===== src/rtl/mips_pkg.sv =====
// Shared MIPS multicycle control definitions.
// Opcodes, datapath select encodings and control states.
package mips_pkg;

  localparam logic [5:0] OP_RTYPE = 6'b000000;
  localparam logic [5:0] OP_LW    = 6'b100011;
  localparam logic [5:0] OP_SW    = 6'b101011;
  localparam logic [5:0] OP_BEQ   = 6'b000100;
  localparam logic [5:0] OP_ADDI  = 6'b001000;
  localparam logic [5:0] OP_J     = 6'b000010;

  localparam logic [1:0] ALU_ADD   = 2'b00;
  localparam logic [1:0] ALU_SUB   = 2'b01;
  localparam logic [1:0] ALU_FUNCT = 2'b10;

  localparam logic [1:0] PC_ALURES = 2'b00;
  localparam logic [1:0] PC_ALUOUT = 2'b01;
  localparam logic [1:0] PC_JUMP   = 2'b10;

  localparam logic [1:0] SRCB_B     = 2'b00;
  localparam logic [1:0] SRCB_FOUR  = 2'b01;
  localparam logic [1:0] SRCB_IMM   = 2'b10;
  localparam logic [1:0] SRCB_IMMSH = 2'b11;

  typedef enum logic [3:0] {
    FETCH, DECODE, MEMADR, MEMRD,
    MEMWB, MEMWR, RTYPEEX, RTYPEWB,
    BEQEX, ADDIEX, ADDIWB, JEX
  } ctrl_state_t;

  // Leaving this state completes an instruction.
  function automatic logic retires(
    ctrl_state_t s,
    logic        mr
  );
    unique case (s)
      MEMWB, RTYPEWB, BEQEX,
      ADDIWB, JEX: retires = 1'b1;
      MEMWR:       retires = mr;
      default:     retires = 1'b0;
    endcase
  endfunction

endpackage


===== src/rtl/mc_outdec.sv =====
// Control output decode for the multicycle controller.
// Pure function of current state and memory ready.
module mc_outdec
  import mips_pkg::*;
(
  input  ctrl_state_t state_i,
  input  logic        mem_ready_i,
  output logic        iord_o,
  output logic        memwrite_o,
  output logic        irwrite_o,
  output logic        pcwrite_o,
  output logic        branch_o,
  output logic [1:0]  pcsrc_o,
  output logic        alusrca_o,
  output logic [1:0]  alusrcb_o,
  output logic [1:0]  aluop_o,
  output logic        regdst_o,
  output logic        memtoreg_o,
  output logic        regwrite_o
);

  // Per-state datapath controls; everything idles at 0.
  always_comb begin
    iord_o     = 1'b0;
    memwrite_o = 1'b0;
    irwrite_o  = 1'b0;
    pcwrite_o  = 1'b0;
    branch_o   = 1'b0;
    pcsrc_o    = PC_ALURES;
    alusrca_o  = 1'b0;
    alusrcb_o  = SRCB_B;
    aluop_o    = ALU_ADD;
    regdst_o   = 1'b0;
    memtoreg_o = 1'b0;
    regwrite_o = 1'b0;
    unique case (state_i)
      FETCH: begin
        alusrcb_o = SRCB_FOUR;
        irwrite_o = mem_ready_i;
        pcwrite_o = mem_ready_i;
      end
      DECODE: alusrcb_o = SRCB_IMMSH;
      MEMADR, ADDIEX: begin
        alusrca_o = 1'b1;
        alusrcb_o = SRCB_IMM;
      end
      MEMRD: iord_o = 1'b1;
      MEMWB: begin
        memtoreg_o = 1'b1;
        regwrite_o = 1'b1;
      end
      MEMWR: begin
        iord_o     = 1'b1;
        memwrite_o = 1'b1;
      end
      RTYPEEX: begin
        alusrca_o = 1'b1;
        aluop_o   = ALU_FUNCT;
      end
      RTYPEWB: begin
        regdst_o   = 1'b1;
        regwrite_o = 1'b1;
      end
      BEQEX: begin
        alusrca_o = 1'b1;
        aluop_o   = ALU_SUB;
        pcsrc_o   = PC_ALUOUT;
        branch_o  = 1'b1;
      end
      ADDIWB: regwrite_o = 1'b1;
      JEX: begin
        pcsrc_o   = PC_JUMP;
        pcwrite_o = 1'b1;
      end
      default: ;
    endcase
  end

endmodule


===== src/rtl/multicycle_ctrl.sv =====
// Multicycle MIPS control unit: state sequencing,
// illegal-opcode flag and retired-instruction counter.
module multicycle_ctrl
  import mips_pkg::*;
#(
  parameter int CNT_W = 32
) (
  input  logic             clk,
  input  logic             reset_n,
  input  logic [5:0]       op,
  input  logic             mem_ready,
  output logic             iord,
  output logic             memwrite,
  output logic             irwrite,
  output logic             pcwrite,
  output logic             branch,
  output logic [1:0]       pcsrc,
  output logic             alusrca,
  output logic [1:0]       alusrcb,
  output logic [1:0]       aluop,
  output logic             regdst,
  output logic             memtoreg,
  output logic             regwrite,
  output logic             illegal_op,
  output logic [CNT_W-1:0] instret
);

  ctrl_state_t      state_q, state_d;
  logic [CNT_W-1:0] instret_q;
  logic             mr;
  logic             illegal;

  // Reset masks ready so no load strobes fire in reset.
  assign mr = mem_ready & reset_n;

  // Next state and illegal-opcode detect.
  always_comb begin
    state_d = state_q;
    illegal = 1'b0;
    unique case (state_q)
      FETCH:   if (mr) state_d = DECODE;
      DECODE: begin
        unique case (op)
          OP_LW, OP_SW: state_d = MEMADR;
          OP_RTYPE:     state_d = RTYPEEX;
          OP_BEQ:       state_d = BEQEX;
          OP_ADDI:      state_d = ADDIEX;
          OP_J:         state_d = JEX;
          default: begin
            illegal = 1'b1;
            state_d = FETCH;
          end
        endcase
      end
      MEMADR:
        state_d = (op == OP_SW) ? MEMWR : MEMRD;
      MEMRD:   if (mr) state_d = MEMWB;
      MEMWR:   if (mr) state_d = FETCH;
      RTYPEEX: state_d = RTYPEWB;
      ADDIEX:  state_d = ADDIWB;
      default: state_d = FETCH;
    endcase
  end

  // State register and retire counter.
  always_ff @(posedge clk or negedge reset_n) begin
    if (!reset_n) begin
      state_q   <= FETCH;
      instret_q <= '0;
    end else begin
      state_q <= state_d;
      if (retires(state_q, mr))
        instret_q <= instret_q + 1'b1;
    end
  end

  assign illegal_op = illegal;
  assign instret    = instret_q;

  mc_outdec u_outdec (
    .state_i     (state_q),
    .mem_ready_i (mr),
    .iord_o      (iord),
    .memwrite_o  (memwrite),
    .irwrite_o   (irwrite),
    .pcwrite_o   (pcwrite),
    .branch_o    (branch),
    .pcsrc_o     (pcsrc),
    .alusrca_o   (alusrca),
    .alusrcb_o   (alusrcb),
    .aluop_o     (aluop),
    .regdst_o    (regdst),
    .memtoreg_o  (memtoreg),
    .regwrite_o  (regwrite)
  );

endmodule


===== config.mk =====
export PLATFORM = sky130hd
export DESIGN_NAME = multicycle_ctrl
export DESIGN_NICKNAME = d
export VERILOG_FILES = /design/src/rtl/mips_pkg.sv /design/src/rtl/mc_outdec.sv /design/src/rtl/multicycle_ctrl.sv
export SDC_FILE = /design/constraint.sdc
export NUM_CORES = 1
export LEC_CHECK = 0
export CAP_MARGIN = 40
export CORE_MARGIN = 2
export CORE_UTILIZATION = 40
export DETAILED_ROUTE_END_ITERATION = 16
export MAX_ROUTING_LAYER = met4
export PLACE_DENSITY = 0.66
export RECOVER_POWER = 25
export REMOVE_ABC_BUFFERS = 1
export SLEW_MARGIN = 20
export SYNTH_ARGS = -nofsm -noshare
export SYNTH_HDL_FRONTEND = slang
export SYNTH_HIERARCHICAL = 1
export SYNTH_SLANG_ARGS = --single-unit

===== constraint.sdc =====
create_clock -name clk -period 4.9 [get_ports clk]
set_input_delay 0.49 -clock clk [delete_from_list [all_inputs] [get_ports clk]]
set_output_delay 0.49 -clock clk [all_outputs]
set_load 0.005 [all_outputs]

Word-level counts from Yosys, hierarchy flattened
Index checks and enable logic that the tools add are counted.

cells by class
  add/subtract/negate cells = 1
  equality and inequality tests = 19
  muxes and demuxes = 21
  bitwise logic cells = 1
  reductions and logical operators = 10

operator list
  kind                     count
  $add A32 B1 Y32 const B  1
  $pmux W4 S7              1
  $pmux W4 S5              1
  $eq A4 B3 Y1 const B     4
  $eq A4 B4 Y1 const B     4
  $eq A6 B6 Y1 const B     2
  $mux W4                  3
  $mux W1                  10
  $eq A4 B2 Y1 const B     2
  $pmux W2 S2              2
  $eq A6 B2 Y1 const B     1
  $eq A6 B3 Y1 const B     1
  $eq A6 B4 Y1 const B     1
  $logic_not A6 Y1         1
  $ne A2 B1 Y1 const B     3
  $pmux W2 S3              1
  $reduce_or A2 Y1         3
  $reduce_or A6 Y1         1
  $reduce_or A5 Y1         1
  $eq A4 B1 Y1 const B     1
  $logic_not A4 Y1         1
  $pmux W1 S2              2
  $reduce_or A4 Y1         1
  $mux W3                  1
  other kinds (3)          3

word-level totals
  register bits = 36
  input bits = 9
  output and inout port bits = 48
  logic and storage cells = 54

Logic depth before layout (Yosys ltp)
  depth after elaboration = 4
  mapped depth = 7
  mapped depth without buffers = 6

Cells and area by module
Netlist, hierarchy kept.

modules (own cells, without submodules)
  module           times used  cells an instance  area each (um^2)  sequential area each (um^2)
  multicycle_ctrl  1           184                1889.3            900.9
  mc_outdec        1           28                 163.9             0.0

Worst setup path before layout
Ideal clock, no wire load.

  path type = register to register
  from = register state_q[2]
  to = register instret_q[19] (netlist: instret[19])
  setup time = 79 ps
  data arrival time = 1899 ps
  required time = 4821 ps
  slack = 2922 ps
  cell stages (with the launch flop) = 8
  buffers on the path = 2
  clock period less this slack = 1978 ps
  cells stage by stage = dfrtp_1 > buf_2 > nor2b_1 > a22oi_1 > or2_2 > buf_4 > nor4_1 > xor2_1

on the way
  word-level cells in the longest chain between the ends = 3
  elaborated cells on any way between the ends = 8
  those cells by class = 6 x eq/ne; 1 x mux; 1 x reduce/logical

RTL lines
  element                                       line                   text
  from (decl)                                   multicycle_ctrl.sv:28  ctrl_state_t state_q, state_d;
  from (signal assigned)                        multicycle_ctrl.sv:71  state_q <= state_d;
  $eq A4 B4 Y1 or $eq A4 B3 Y1 (tied branches)  mips_pkg.sv:36         unique case (s)
  $reduce_or A5 Y1                              mips_pkg.sv:36
  $pmux W1 S2 (*)                               mips_pkg.sv:36
  to (signal assigned)                          multicycle_ctrl.sv:73  instret_q <= instret_q + 1'b1;
  to (decl)                                     multicycle_ctrl.sv:29  logic [CNT_W-1:0] instret_q;

Every way passes the cells marked *; elsewhere a longest branch is shown, timed or not.
A chain may end at the register's enable or synchronous reset.

Worst setup path in the final report
  from = input reset_n
  to = output pcwrite

on the way
  word-level cells in the longest chain between the ends = 2

RTL lines
  element        line                   text
  from (decl)    multicycle_ctrl.sv:9   input logic reset_n,
  $and A1 B1 Y1  multicycle_ctrl.sv:34  assign mr = mem_ready & reset_n;
  via mr         multicycle_ctrl.sv:30  logic mr;
  $pmux W1 S2    mc_outdec.sv:36        unique case (state_i)
  to (decl)      multicycle_ctrl.sv:15  output logic pcwrite,

The timed path passes the listed nets, and every way through them passes these cells.

==> results.md <==
- Status: finished, violations left
- Violated checks: capacitance limit, slew limit
- Crit path launch: reset_n
- DRC viols: 0
- Die Ht: 75.6 µm
- Drt pass-1 iters: 4
- GP Congestion: 0.786
- Min cycle time layout: 2920 ps
- Post-DP HPWL: 3280 µm
- Worst-Margin Slew: 1910 ps
- Tcrit/Tclk final: 59.5%
- Post-Route WL: 4470 µm
- Count of final hold-check violations: 0
- Dominant cell type by area after synthesis: dfrtp_1
- Commonest cells post-synth: dfrtp_1 (36), xnor2_1 (19), nor2_1 (16), xor2_1 (16), nand3_1 (15)
- Total Routing Usage GR: 17.4%
- Initial core utilization: 40.7%
- Area growth, synth to finish: 34.1%
- Critical Path Fanout Max: 5
- H-tree levels: 2
- CP Data Required Time: 4410 ps
- Final worst clock skew: 5.04 ps
- Maximum vdd drop: 0.167 mV
- Slew headroom: -27.2%
- Setup bufs post-CTS: 0
- Highest achievable clock rate: 0.343 GHz
- CTS buffer count: 5
- Routed via count: 1749
- Async S/R FF share, synth: 100%
- Core Region: 0.00504 mm²
- Cell internal pwr: 0.584 mW
- Combinational share of power: 31.3%
- Clock root buffer: clkbuf_8
- Final ANT Viol Nets: 0
- CTS Sinks: 36
- Register bit total from synthesis: 36
- Crit Reg-Reg Startpoint: state_q[1]
- Largest cells by area after synthesis: dfrtp_1 (44%), xnor2_1 (8.1%), xor2_1 (6.8%)
- Fin Hold WS: 477 ps
- CTS resizes: 0
- Layout cells sized above 1: 7.41%
- Ys Warns: 6
- Post-synthesis cell type count: 40
- Diode count: 0
- Port buffer count: 56
- Max-cap check violation count: 1
- Worst-Skew Late Latency: 290 ps
- Cell Rows: 26
- Worst setup path endpoint: pcwrite
- Worst Hold Depth: 1
- WP data arrival: 2430 ps
- Lkg Pwr: 1.14 nW
- Largest net degree at the start of global routing: 37
- Power per cell area: 321 mW/mm²
- Sw frac: 33.9%
- Initial antenna violation count: 0
- First-pass GRT wire length: 7370 µm
- Congestion Overflow GR: 0
- CTS tree: done
- Final max-slew violation count: 37
- IO Count: 57
- Cts hold-fix bufs: 0
- Avg WL per Cell: 13.1 µm
- Sequential Power Share: 45.0%
- CP Class: in -> out
- Worst R2R End: instret[16]
- Worst-path clk slew: 70 ps
- DR vias/cell: 5.14
- Die Span X: 75.6 µm
- Crit path capture type: primary output
- P_sw: 0.299 mW
- Worst-case clock buffer depth: 2
- RSZ-0062 raised after global routing: false
- Power share of the clock group: 23.7%
- Mapped Avg Cell Area: 9.68 µm²
- Post-Synthesis Cells: 212
- Setup slack, reg-to-reg: 2600 ps
- FF-to-FF path depth: 5
- Final setup fails: 0
- Most used flip-flop cell after synthesis: dfrtp_1
- Sequential-to-total area share from yosys stat: 43.9%
- Post-route setup TNS: 0 ps
- Top cell type's share of synthesized area: 43.9%
- Synthesized area: 0.00205 mm²
- Min-Delay Path Class: reg -> reg
- Nets@finish: 279
- Post-synth EDFFs: 0
- Vias in the first global route: 1581
- Crit start category: input port
- Die Area: 0.00572 mm²
- Count leader, synth: dfrtp_1
- DR iter-0 viols: 75
==> registers in the layout, summed over array words and instances, names as in the netlist <==
register,count
state_q,4
instret,32
==> power by group through the flow <==
stage / registers (mW) / clock network (mW) / logic [mW]
floorplan: 0.387 / 0 / 0.145
global placement: 0.403 / 0 / 0.278
detailed placement: 0.404 / 0 / 0.279
CTS: 0.398 / 0.217 / 0.281
global route: 0.406 / 0.227 / 0.309
finish: 0.397 / 0.209 / 0.276
==> metal layers <==
layer	global-route usage (%)	vias up	part of all wire, %
met2	26.6	32	49
met1	23.7	847	47
met3	3.17	6	3.2
met4	5.26	0	1.5
li1	-	864	-
met5	-	-	0
==> metrics by stage <==
stage	power [mW]	cells	utilization [%]	setup WS [ps]	instance area (µm²)
2_1_floorplan	0.532	205	-	2930	2010
3_3_place_gp	0.681	332	52.9	2030	2670
3_5_place_dp	0.683	332	52.9	2010	2670
4_1_cts	0.895	340	54.7	2010	2760
5_1_grt	0.943	340	54.6	1820	2750
6_report	0.883	340	54.6	1980	2750
==> cells in the final DEF, fill, tap and decap left out, types with 6 or more instances in the layout <==
cell type | netlist | final
clkdlybuf4s50_1 | 0 | 55
dfrtp_1 | 36 | 36
xnor2_1 | 19 | 19
nor2_1 | 16 | 16
xor2_1 | 16 | 16
nand3_1 | 15 | 15
nand2_1 | 14 | 14
nor3_1 | 14 | 14
o21ai_0 | 9 | 9
nor4_1 | 7 | 7
nand4_1 | 7 | 7
and3_1 | 6 | 6
==> worst max-delay path, stage by stage <==
cell and delay, ps:
dlygate4sd3_1 600, nand2_1 100, inv_1 130, or4b_1 440, a21oi_1 130, clkdlybuf4s50_1 530
==> final cells by class <==
cell class	count	area, µm²
flip-flops and latches	36	901
well taps	70	87.6
clock inverters	3	18.8
fillers	473	2290
inverters	5	18.8
clock buffers	5	68.8
multi-input cells	164	1090
repair buffers	57	564
==> cell families after synthesis <==
family	Yosys count	synth area share, %
compound gates	18	5.00
xor+xnor	35	14.9
fa+ha+maj	1	0.609
buf+inv	12	2.86
flops	36	43.9
mux	2	1.10
simple gates	108	31.6
==> worst min-delay path by stage <==
stage	endpoint	slack [ps]	from
4_1_cts	instret[31]	490	instret[31]
6_report	instret[31]	480	instret[31]
3_5_place_dp	instret[31]	480	instret[31]
2_1_floorplan	instret[0]	190	reset_n
5_1_grt	instret[31]	520	instret[31]
3_3_place_gp	instret[31]	460	instret[31]
Note: power is estimated with default switching activity, not from simulation.
